==> src/rtl/rf_pkg.sv <==
// Shared register-file write-back definitions.
// Contents: register-address and data widths, the load-size encoding,
// the load-return FIFO entry layout and a size-to-extension-control decoder.
package rf_pkg;

    localparam int unsigned REG_ADDR_W = 5;
    localparam int unsigned NUM_REGS   = 32;
    localparam int unsigned DATA_W     = 32;
    localparam int unsigned LD_SIZE_W  = 3;

    typedef enum logic [LD_SIZE_W-1:0] {
        LD_LB  = 3'b000,
        LD_LH  = 3'b001,
        LD_LW  = 3'b010,
        LD_LBU = 3'b100,
        LD_LHU = 3'b101
    } ld_size_e;

    // Size stays a raw code so unknown encodings can be carried and treated as LW.
    typedef struct packed {
        logic [REG_ADDR_W-1:0] rd;
        logic [DATA_W-1:0]     data;
        logic [LD_SIZE_W-1:0]  size;
    } ld_entry_t;

    typedef struct packed {
        logic lb;
        logic lh;
        logic lbu;
        logic lhu;
    } ld_ext_t;

    // One-hot extension control for sub-word loads; LW and unknown codes give all zero.
    function automatic ld_ext_t decode_size(logic [LD_SIZE_W-1:0] size);
        ld_ext_t ext;
        ext = '0;
        case (size)
            LD_LB:   ext.lb  = 1'b1;
            LD_LH:   ext.lh  = 1'b1;
            LD_LBU:  ext.lbu = 1'b1;
            LD_LHU:  ext.lhu = 1'b1;
            default: ext     = '0;
        endcase
        return ext;
    endfunction

endpackage

==> src/rtl/rf_wb_fifo.sv <==
// wb_fifo: synchronous FIFO buffering load returns ahead of the write port.
// Ports: clk_i/rst_i (sync, active-high), push_i/wdata_i write side,
// pop_i/rdata_o read side (rdata_o shows the head), full_o, empty_o.
// Push while full and pop while empty are ignored. DEPTH must be a power of two.
module wb_fifo #(
    parameter int unsigned W     = 8,
    parameter int unsigned DEPTH = 4
) (
    input  logic         clk_i,
    input  logic         rst_i,
    input  logic         push_i,
    input  logic [W-1:0] wdata_i,
    input  logic         pop_i,
    output logic [W-1:0] rdata_o,
    output logic         full_o,
    output logic         empty_o
);

    localparam int unsigned PTR_W = (DEPTH > 1) ? $clog2(DEPTH) : 1;
    localparam int unsigned CNT_W = $clog2(DEPTH + 1);

    logic [W-1:0]     mem [DEPTH];
    logic [PTR_W-1:0] wr_ptr;
    logic [PTR_W-1:0] rd_ptr;
    logic [CNT_W-1:0] count;
    logic             do_push;
    logic             do_pop;

    assign full_o  = (count == CNT_W'(DEPTH));
    assign empty_o = (count == '0);
    assign do_push = push_i & ~full_o;
    assign do_pop  = pop_i & ~empty_o;
    assign rdata_o = mem[rd_ptr];

    // Pointers wrap naturally because DEPTH is a power of two.
    always_ff @(posedge clk_i) begin
        if (rst_i) begin
            wr_ptr <= '0;
            rd_ptr <= '0;
            count  <= '0;
        end else begin
            if (do_push) wr_ptr <= wr_ptr + PTR_W'(1);
            if (do_pop)  rd_ptr <= rd_ptr + PTR_W'(1);
            case ({do_push, do_pop})
                2'b10:   count <= count + CNT_W'(1);
                2'b01:   count <= count - CNT_W'(1);
                default: count <= count;
            endcase
        end
    end

    // Storage needs no reset; occupancy is tracked by count.
    always_ff @(posedge clk_i) begin
        if (do_push) mem[wr_ptr] <= wdata_i;
    end

endmodule

==> src/rtl/rf_wb_arbiter.sv <==
// rf_wb_arbiter: shares the register-file write port between the ALU/jump
// result path and buffered load returns, with a pending-load scoreboard.
// Ports:
//   clk_i, rst_i (sync, active-high)
//   alu_valid_i/alu_rd_i/alu_data_i -> alu_stall_o
//   ld_valid_i/ld_rd_i/ld_data_i/ld_size_i -> ld_ready_o
//   issue_i/issue_rd_i, rs1_i/rs2_i -> hazard_o
//   rf_we_o, rf_rw_o, rf_busw_o, rf_lb_o, rf_lh_o, rf_lbu_o, rf_lhu_o
// Build option: define RF_WB_SCOREBOARD_EN to build the pending-load scoreboard;
// without it hazard_o is 0 and the issue/rs inputs are ignored.
module rf_wb_arbiter
    import rf_pkg::*;
#(
    parameter int unsigned WIDTH    = 32,
    parameter int unsigned DEPTH    = 4,
    parameter int unsigned MAX_WAIT = 3
) (
    input  logic             clk_i,
    input  logic             rst_i,
    input  logic             alu_valid_i,
    input  logic [4:0]       alu_rd_i,
    input  logic [WIDTH-1:0] alu_data_i,
    output logic             alu_stall_o,
    input  logic             ld_valid_i,
    output logic             ld_ready_o,
    input  logic [4:0]       ld_rd_i,
    input  logic [WIDTH-1:0] ld_data_i,
    input  logic [2:0]       ld_size_i,
    input  logic             issue_i,
    input  logic [4:0]       issue_rd_i,
    input  logic [4:0]       rs1_i,
    input  logic [4:0]       rs2_i,
    output logic             hazard_o,
    output logic             rf_we_o,
    output logic [4:0]       rf_rw_o,
    output logic [WIDTH-1:0] rf_busw_o,
    output logic             rf_lb_o,
    output logic             rf_lh_o,
    output logic             rf_lbu_o,
    output logic             rf_lhu_o
);

    localparam int unsigned WAIT_W = (MAX_WAIT > 0) ? $clog2(MAX_WAIT + 1) : 1;

    ld_entry_t         push_entry;
    ld_entry_t         head;
    logic              fifo_full;
    logic              fifo_empty;
    logic              load_gnt;
    logic              alu_gnt;
    logic              wait_sat;
    logic [WAIT_W-1:0] wait_cnt;
    logic [WAIT_W-1:0] wait_cnt_d;
    ld_ext_t           ext;

    // Load-return buffer; acceptance depends only on registered occupancy.
    assign ld_ready_o = ~fifo_full;
    assign push_entry = '{rd: ld_rd_i, data: DATA_W'(ld_data_i), size: ld_size_i};

    wb_fifo #(
        .W     ($bits(ld_entry_t)),
        .DEPTH (DEPTH)
    ) u_fifo (
        .clk_i   (clk_i),
        .rst_i   (rst_i),
        .push_i  (ld_valid_i & ld_ready_o),
        .wdata_i (push_entry),
        .pop_i   (load_gnt),
        .rdata_o (head),
        .full_o  (fifo_full),
        .empty_o (fifo_empty)
    );

    // Arbitration: loads take idle cycles, or force through once the head has waited MAX_WAIT.
    assign wait_sat = (wait_cnt == WAIT_W'(MAX_WAIT));
    assign load_gnt = ~fifo_empty & (~alu_valid_i | wait_sat);
    assign alu_gnt  = alu_valid_i & ~load_gnt;

    // Write-port mux and extension decode.
    always_comb begin
        rf_we_o     = 1'b0;
        rf_rw_o     = '0;
        rf_busw_o   = '0;
        ext         = '0;
        alu_stall_o = alu_valid_i & load_gnt;
        if (load_gnt) begin
            rf_rw_o   = head.rd;
            rf_busw_o = WIDTH'(head.data);
            ext       = decode_size(head.size);
            rf_we_o   = (head.rd != '0);
        end else if (alu_gnt) begin
            rf_rw_o   = alu_rd_i;
            rf_busw_o = alu_data_i;
            rf_we_o   = (alu_rd_i != '0);
        end
    end

    assign rf_lb_o  = ext.lb;
    assign rf_lh_o  = ext.lh;
    assign rf_lbu_o = ext.lbu;
    assign rf_lhu_o = ext.lhu;

    // Counts cycles the current head has lost to the ALU.
    always_comb begin
        wait_cnt_d = wait_cnt;
        if (fifo_empty || load_gnt) begin
            wait_cnt_d = '0;
        end else if (alu_gnt && !wait_sat) begin
            wait_cnt_d = wait_cnt + WAIT_W'(1);
        end
    end

    always_ff @(posedge clk_i) begin
        if (rst_i) wait_cnt <= '0;
        else       wait_cnt <= wait_cnt_d;
    end

`ifdef RF_WB_SCOREBOARD_EN
    logic [NUM_REGS-1:0] pend_q;
    logic [NUM_REGS-1:0] pend_d;

    // Clear on the load write, then set on issue so a same-rd issue wins.
    always_comb begin
        pend_d = pend_q;
        if (load_gnt && (head.rd != '0)) pend_d[head.rd] = 1'b0;
        if (issue_i && (issue_rd_i != '0)) pend_d[issue_rd_i] = 1'b1;
        pend_d[0] = 1'b0;
    end

    always_ff @(posedge clk_i) begin
        if (rst_i) pend_q <= '0;
        else       pend_q <= pend_d;
    end

    assign hazard_o = pend_q[rs1_i] | pend_q[rs2_i];
`else
    logic sb_unused;
    assign sb_unused = ^{issue_i, issue_rd_i, rs1_i, rs2_i};
    assign hazard_o  = 1'b0;
`endif

endmodule

==> config.mk <==
export PLATFORM = sky130hd
export DESIGN_NAME = rf_wb_arbiter
export DESIGN_NICKNAME = d
export VERILOG_FILES = /design/src/rtl/rf_pkg.sv /design/src/rtl/rf_wb_fifo.sv /design/src/rtl/rf_wb_arbiter.sv
export SDC_FILE = /design/constraint.sdc
export NUM_CORES = 1
export LEC_CHECK = 0
export CORE_MARGIN = 2
export CORE_UTILIZATION = 30
export CTS_BUF_LIST = sky130_fd_sc_hd__clkbuf_8 sky130_fd_sc_hd__clkbuf_16
export DETAILED_ROUTE_END_ITERATION = 12
export MAX_ROUTING_LAYER = met4
export PLACE_DENSITY = 0.56
export RECOVER_POWER = 100
export SLEW_MARGIN = 30
export SYNTH_ARGS = -nofsm -noshare
export SYNTH_HDL_FRONTEND = slang
export SYNTH_SLANG_ARGS = --single-unit
==> constraint.sdc <==
create_clock -name clk_i -period 3.45 [get_ports clk_i]
set_clock_uncertainty 0.2 [all_clocks]
set_input_delay 1.035 -clock clk_i [delete_from_list [all_inputs] [get_ports clk_i]]
set_output_delay 1.035 -clock clk_i [all_outputs]
set_load 0.01 [all_outputs]
==> results of run 1 <==
## logic make-up after synthesis
| family | after synthesis | share of synthesized area [%] |
|---|---|---|
| flops | 171 | 70.5 |
| compound gates | 88 | 7.61 |
| buf+inv | 75 | 4.68 |
| mux | 40 | 12.6 |
| simple gates | 28 | 2.98 |
| fa+ha+maj | 7 | 1.33 |
| xor+xnor | 2 | 0.246 |
| other cells | 1 | 0.0526 |
## metrics by stage
stage	util [%]	setup WS [ns]	power (W)
after CTS	40.1	-0.225	0.00611
after floorplan	-	0.0929	0.00359
after global placement	37.9	-0.499	0.00432
after detailed placement	37.9	-0.518	0.00437
final	39.9	0.0291	0.00603
after global routing	39.9	-0.0120	0.00634
## report_power, final
| part | switching [W] | internal [W] |
|---|---|---|
| Sequential | 0.0000698 | 0.00248 |
| Clock | 0.000777 | 0.00106 |
| Combinational | 0.000874 | 0.000773 |
| Total | 0.00172 | 0.00431 |
## cell type report
cell class / count / area (sq um) / share of cell area [%]
timing repair buffer: 151 / 1370 / 14.7
clock inverter: 15 / 146 / 1.57
tap: 319 / 399 / 4.28
multi-input combinational: 166 / 1800 / 19.2
antenna: 1 / 2.50 / 0.0268
clock buffer: 17 / 425 / 4.56
sequential: 171 / 5030 / 53.9
inverter: 44 / 165 / 1.77
## worst max-delay path, stage by stage
cell and delay [ns]:
buf_2 0.11, nor2b_4 0.12, or2_4 0.26, buf_12 0.17, o21ai_0 0.18, dlygate4sd2_1 0.29
## path summary, 6_finish.rpt
path | startpoint | endpoint | slack, ns
setup / recovery | alu_valid_i | rf_busw_o[25] | 0.03
setup reg to reg | wait_cnt[0]$_SDFFE_PP0P_ | u_fifo.count[2]$_SDFFE_PP0P_ | 0.62
hold reg to reg | wait_cnt[0]$_SDFFE_PP0P_ | wait_cnt[0]$_SDFFE_PP0P_ | 0.23
hold / removal | wait_cnt[0]$_SDFFE_PP0P_ | wait_cnt[0]$_SDFFE_PP0P_ | 0.23
## flip-flops by register name, summed over array words and instances, names as in the netlist, named ones only
name           count
u_fifo.mem       160
u_fifo.wr_ptr      2
u_fifo.count       3
u_fifo.rd_ptr      2
wait_cnt           2
## metal layers
metal | global-route usage, % | share of wire (%) | vias to the layer above
met3 | 3.04 | 4.1 | 20
met2 | 23.0 | 51 | 106
li1 | - | - | 1907
met1 | 16.1 | 43 | 2120
met5 | - | 0 | -
met4 | 5.28 | 1.9 | 0
## layout by cell type, fill, tap and decap left out, drive strengths merged, types with 8 or more instances in the layout
master	instances
buf	30
clkbuf	36
clkdlybuf4s15	10
clkdlybuf4s50	33
clkinv	8
dfxtp	11
dlygate4sd2	12
dlygate4sd3	43
edfxtp	160
inv	47
mux4	40
o211ai	37
o21ai	40
## what timing repair did
action	CTS	global route
setup buffers	0	6
hold buffers	0	0
resized for setup	85	50
setup endpoints to repair	43	27
pin swaps	1	7
==> results.txt, run 1 <==
Antenna Nets Post-Route: 0
register area share after synthesis: 70.5%
die width: 158 microns
crit path time final: 3.42 ns
Area after DPL: 8870 sq um
GRT Total Usage: 13.7%
Final Net Count: 655
Setup-failing EPs final: 0
Slew headroom: 11.1%
post-route DRC violation count: 0
warnings from Yosys: 0
Finished Cell Area: 9330 sq um
R2R cell count: 12
syn_nets: 516
Final Slew Violations: 0
max_cap viols: 0
DRT Pass-1 Iters: 4
Num CTS Buffers: 17
initial core utilization: 30.5%
setup tns final: 0 ns
RSZ-0062 raised after global routing: yes
clock sinks: 171
status: completed
Tightest Pin Transition: 1.33 ns
top cells by area, synth: edfxtp_1 67%, mux4_2 13%, o211ai_1 3.9%
vias in the first global route: 4398
synthesis-to-finish area growth: 30.9%
CTS root buf: clkbuf_16
mapped cell area: 7130 sq um
Tcrit/Tclk final: 99.2%
clock latency on the worst-skew pair: 0.42 ns
via count: 4153
post-DP HPWL: 9800 microns
Post-synth top flop: edfxtp_1
count leader, synth: edfxtp_1
Synth cell types: 39
CP max FO: 31
Final Hold Viols: 0
port buffer count: 124
# fillers: 2192
hold_ws: 0.234 ns
GPL Wtd Cong: 0.682
f_max: 292 MHz
Post-Place Cells: 845
pwr/cell area: 647 nW/um^2
cell count after synthesis: 412
final wirelength: 15800 microns
Post-synth top cells: 160 x edfxtp_1, 44 x inv_1, 40 x mux4_2, 40 x o21ai_0, 37 x o211ai_1
register bit total from synthesis: 171
Leakage: 3.23 nW
Top Ports: 142
DIE HEIGHT: 158 microns
total gr overflow: 0
Avg WL per Cell: 17.9 microns
critical path class: primary input to primary output
initial antenna violation count: 1
Core ar.: 23400 sq um
Tightest Hold Check Type: flop to flop
data arrival time of the worst path: 2.19 ns
CTS tree: done
Rows: 56
post-synth top area share: 67.4%
share of layout cells above drive strength 1: 22.3%
first-pass GRT wire length: 24000 microns
ys async rst share: 0%
Max IR drop VDD: 315 uV
leading area contributor after synthesis: edfxtp_1
post-route insts no fill: 884
Critical Path Start Type: primary input
pin count of the biggest net entering global routing: 41
clock slew at reported path FFs: 0.07 ns
critical path capture point type: primary output
die area: 25000 sq um
Vias/cell: 4.70
Post-synth EDFFs: 160
Mean Syn Cell Area: 17.3 sq um
Worst Hold Path Cells: 1
clk buf depth: 2
Data required, critical path: 2.21 ns
DRT iter0 DRCs: 204
H-tree lvl count: 4
Power figures use the tool's default switching activity.
==> run 2: changes to the inputs <==
--- a/config.mk
+++ b/config.mk
@@ -9,4 +9,5 @@
 export CORE_UTILIZATION = 30
 export CTS_BUF_LIST = sky130_fd_sc_hd__clkbuf_8 sky130_fd_sc_hd__clkbuf_16
+export CTS_CLUSTER_SIZE = 20
 export DETAILED_ROUTE_END_ITERATION = 12
 export MAX_ROUTING_LAYER = met4
==> constraint.sdc (replaced) <==
create_clock -name clk_i -period 3.45 [get_ports clk_i]
set_clock_uncertainty 0.2 [all_clocks]
set_input_delay 0.5175 -clock clk_i [delete_from_list [all_inputs] [get_ports clk_i]]
set_output_delay 0.5175 -clock clk_i [all_outputs]
set_load 0.01 [all_outputs]
==> results.txt, run 2 (synthesized netlist as in run 1, its figures left out) <==
Net Switching: 0.00168 W
Most flops, register: u_fifo.mem
data arrival time of the worst path: 2.59 ns
R2R cell count: 3
Area after DPL: 8810 sq um
Finished Cell Area: 9390 sq um
total gr overflow: 0
Top Ports: 142
Rows: 56
synthesis-to-finish area growth: 31.6%
worst r2r src: u_fifo.count[0]$_SDFFE_PP0P_
top flop regs: u_fifo.mem x160, u_fifo.count x3
Placement Setup Slack: 0.394 ns
H-tree lvl count: 4
Critical Path Start Type: flop
post_cts resized: 0
initial antenna violation count: 2
Final Slew Violations: 0
share of layout cells above drive strength 1: 16.3%
DRT Pass-1 Iters: 4
clock slew at reported path FFs: 0.06 ns
routing usage on met1: 16.8%
die area: 25000 sq um
Leakage: 3.19 nW
Final Net Count: 650
Slew headroom: 13.1%
GRT Total Usage: 13.7%
setup bufs post-CTS: 0
pwr/cell area: 651 nW/um^2
Final Hold Viols: 0
post-DP HPWL: 10300 microns
Core ar.: 23400 sq um
initial core utilization: 30.5%
Tightest Hold Check Type: flop to flop
critical path capture point type: primary output
critical path class: flop to primary output
worst flop-to-flop path endpoint: u_fifo.mem[3][32]$_DFFE_PP_
via count: 4066
f_max: 302 MHz
first-pass GRT wire length: 24300 microns
DRT iter0 DRCs: 214
part of the power in combinational logic: 26.5%
commonest non-fill, non-tap cell in the layout: edfxtp_1
Num CTS Buffers: 17
port buffer count: 124
# fillers: 2178
Tcrit/Tclk final: 96.0%
crit path time final: 3.31 ns
clock latency on the worst-skew pair: 0.42 ns
Avg WL per Cell: 17.9 microns
FF+latch area: 5030 sq um
RSZ-0062 raised after global routing: no
CTS root buf: clkbuf_16
met2 usage: 22.7%
Max IR drop VDD: 331 uV
Hold Startpoint: wait_cnt[0]$_SDFFE_PP0P_
area of the multi-input gates: 1760 sq um
max FFs per register: 160
clock power share: 31.7%
Setup WS post-layout: 0.140 ns
grt met3 use: 3.53%
clk buf depth: 2
internal cell power: 0.00443 W
Antenna Nets Post-Route: 0
CTS tree: done
Switching Share: 27.5%
status: completed
pin count of the biggest net entering global routing: 45
sequential share of power: 41.7%
commonest non-fill, non-tap cells in the layout: 160 x edfxtp_1, 78 x dlygate4sd3_1, 46 x inv_1, 45 x clkdlybuf4s50_1
Vias/cell: 4.62
# hold bufs at CTS: 0
Setup-failing EPs final: 0
post-route DRC violation count: 0
setup tns final: 0 ns
CP max FO: 42
most used routing layer: met2
final core utilization: 40.1%
Worst Hold Path Cells: 1
Worst Hold End: wait_cnt[0]$_SDFFE_PP0P_
final wirelength: 15700 microns
max_cap viols: 0
vias in the first global route: 4261
GPL Wtd Cong: 0.691
DIE HEIGHT: 158 microns
R2R Setup Slk: 0.35 ns
Tightest Pin Transition: 1.30 ns
clock sinks: 171
Data required, critical path: 2.73 ns
die width: 158 microns
-- run 2: cell count changes in the layout (fill, tap and decap cells not counted), moves of 12 or more --
cell	change
dlygate4sd2_1	-12
o21ai_1	-12
o21ai_0	+13
dlygate4sd3_1	+35
clkdlybuf4s50_1	+12
-- run 2: power by group through the flow --
stage               Combinational (W)  Sequential [W]  Clock, W
global placement              0.00165         0.00262         0
floorplan                     0.00103         0.00256         0
finish                        0.00162         0.00255   0.00194
global route                  0.00178         0.00257   0.00208
detailed placement            0.00167         0.00263         0
CTS                           0.00168         0.00259   0.00199
-- run 2: area by class of cell --
cell class | instances | share of cell area [%]
inverters | 44 | 1.76
well taps | 319 | 4.25
clock inverters | 9 | 0.813
flip-flops and latches | 171 | 53.6
diodes | 2 | 0.0533
repair buffers | 146 | 15.0
multi-input cells | 166 | 18.8
clock buffers | 23 | 5.77
-- run 2: how the worst max path moves through the flow --
| stage | to | start | slack, ns |
|---|---|---|---|
| 5_1_grt | rf_rw_o[4] | u_fifo.count[0]$_SDFFE_PP0P_ | 0.04 |
| 3_3_place_gp | u_fifo.count[2]$_SDFFE_PP0P_ | alu_valid_i | 0.49 |
| 3_5_place_dp | u_fifo.count[2]$_SDFFE_PP0P_ | alu_valid_i | 0.39 |
| 4_1_cts | rf_busw_o[16] | flop | 0.11 |
| 6_report | rf_busw_o[16] | wait_cnt[0]$_SDFFE_PP0P_ | 0.14 |
| 2_1_floorplan | u_fifo.count[2]$_SDFFE_PP0P_ | alu_valid_i | 0.78 |
-- run 2: metal layers --
metal  vias to the layer above  share of wire, %
met1                      2070                44
met2                        88                51
li1                       1894                 -
met5                         -                 0
met3                        14               4.3
met4                         0               1.0
-- run 2: worst max-delay path: stages (launching register included) --
cell	delay [ns]
dfxtp_1	0.33
ha_1	0.21
nor2b_4	0.05
or2_1	0.22
buf_4	0.27
o21ai_0	0.43
clkdlybuf4s50_1	0.63
-- run 2: through the flow --
step	hold WS [ns]	total power, W	std cells
after global placement	0.214	0.00426	840
final	0.234	0.00612	880
after detailed placement	0.228	0.00430	840
after global routing	0.262	0.00643	880
after CTS	0.238	0.00625	872
after floorplan	0.206	0.00359	412
==> run 3: changes to the inputs <==
- CTS_BUF_LIST: sky130_fd_sc_hd__clkbuf_8 sky130_fd_sc_hd__clkbuf_16 -> sky130_fd_sc_hd__clkbuf_8
- SLEW_MARGIN: 30 -> 20
==> results.txt, run 3 (synthesized netlist as in run 1, its figures left out) <==
status: completed
Leakage: 3.11 nW
setup bufs post-CTS: 0
top flop regs: u_fifo.mem x160, u_fifo.count x3
Final Slew Violations: 0
data arrival time of the worst path: 2.57 ns
f_max: 305 MHz
Core ar.: 23400 sq um
max_cap viols: 0
pwr/cell area: 620 nW/um^2
Tightest Pin Transition: 1.28 ns
pin count of the biggest net entering global routing: 45
synthesis-to-finish area growth: 29.4%
initial core utilization: 30.5%
commonest non-fill, non-tap cell in the layout: edfxtp_1
crit-path max cell delay: 0.62 ns
final wirelength: 15800 microns
clock slew at reported path FFs: 0.09 ns
crit path time final: 3.28 ns
via count: 4066
CP max FO: 42
met2 routed WL: 8000 microns
Num CTS Buffers: 17
H-tree lvl count: 4
post-route DRC violation count: 0
clk buf depth: 2
Area after DPL: 8810 sq um
total gr overflow: 0
Tcrit/Tclk final: 95.2%
met1 wire length: 6920 microns
hold_ws: 0.241 ns
die width: 158 microns
vias in the first global route: 4302
critical path capture point type: primary output
Avg WL per Cell: 17.9 microns
GRT Total Usage: 13.7%
Placement Setup Slack: 0.394 ns
GPL Wtd Cong: 0.691
Most flops, register: u_fifo.mem
max FFs per register: 160
Top Ports: 142
post_cts resized: 0
DRT iter0 DRCs: 200
clock sinks: 171
CTS tree: done
Slowest-stage cell, CP: clkdlybuf4s50_1
Antenna Nets Post-Route: 0
initial antenna violation count: 2
Setup WS post-layout: 0.166 ns
Critical Path Start Type: flop
clock latency on the worst-skew pair: 0.45 ns
port buffer count: 124
share of layout cells above drive strength 1: 16.6%
post-DP HPWL: 10300 microns
Data required, critical path: 2.73 ns
Setup-failing EPs final: 0
metal3 WL: 709 microns
DIE HEIGHT: 158 microns
post-route insts no fill: 880
Rows: 56
Finished Cell Area: 9230 sq um
first-pass GRT wire length: 24300 microns
Tightest Hold Check Type: flop to flop
critical path class: flop to primary output
die area: 25000 sq um
CP cell instances: ha_1 > nor2b_4 > or2_1 > buf_4 > o21ai_0 > clkdlybuf4s50_1
CTS root buf: clkbuf_8
DRT Pass-1 Iters: 4
commonest non-fill, non-tap cells in the layout: 160 x edfxtp_1, 77 x dlygate4sd3_1, 46 x inv_1, 46 x clkdlybuf4s50_1
setup tns final: 0 ns
Max IR drop VDD: 299 uV
Vias/cell: 4.62
RSZ-0062 raised after global routing: no
Slew headroom: 14.7%
# hold bufs at CTS: 0
Final Net Count: 650
max layer used: met4
Post-Place Cells: 840
Final Hold Viols: 0
-- run 3: cell types whose count changed in the layout (fill, tap and decap cells not counted), sizes merged --
cell,delta
bufinv,+3
clkbuf,-2
dlygate4sd3,-1
clkdlybuf4s50,+1
buf,-1
-- run 3: critical path, delay by kind of cell, from the launching register on --
family          cells  cell delay (ns)
fa+ha+maj           1             0.21
flops               1             0.34
compound gates      1             0.38
simple gates        2             0.27
buf+inv             2             0.89
-- run 3: cell type report --
cell class | instances | area, sq um
clock buffer | 20 | 275
antenna | 2 | 5.00
timing repair buffer | 146 | 1410
inverter | 44 | 165
clock inverter | 12 | 166
multi-input combinational | 166 | 1770
tap | 319 | 399
sequential | 171 | 5030
fill | 2203 | 14200
-- run 3: path summary, 6_finish.rpt --
| check | to | start | cells after the start | slack (ns) |
|---|---|---|---|---|
| worst max-delay path | rf_busw_o[16] | wait_cnt[0]$_SDFFE_PP0P_ | 6 | 0.17 |
| worst min-delay path | wait_cnt[0]$_SDFFE_PP0P_ | wait_cnt[0]$_SDFFE_PP0P_ | 1 | 0.24 |
| worst max register to register | u_fifo.mem[2][20]$_DFFE_PP_ | u_fifo.count[0]$_SDFFE_PP0P_ | 3 | 0.33 |
| worst min register to register | wait_cnt[0]$_SDFFE_PP0P_ | wait_cnt[0]$_SDFFE_PP0P_ | 1 | 0.24 |
-- run 3: metrics by stage --
| stage | util, % | power (W) |
|---|---|---|
| after floorplan | - | 0.00359 |
| after global placement | 37.6 | 0.00426 |
| after detailed placement | 37.6 | 0.00430 |
| after CTS | 39.5 | 0.00585 |
| after global routing | 39.4 | 0.00603 |
| final | 39.4 | 0.00572 |
-- run 3: metal layers --
metal  global-route usage, %  up-vias
li1                        -     1896
met1                    16.6     2062
met2                    22.7       94
met3                    3.53       14
met4                    3.60        0
met5                       -        -
-- run 3: power breakdown --
| part | switching (W) | internal, W |
|---|---|---|
| Clock | 0.000697 | 0.000843 |
| Combinational | 0.000838 | 0.000789 |
| Sequential | 0.0000845 | 0.00247 |
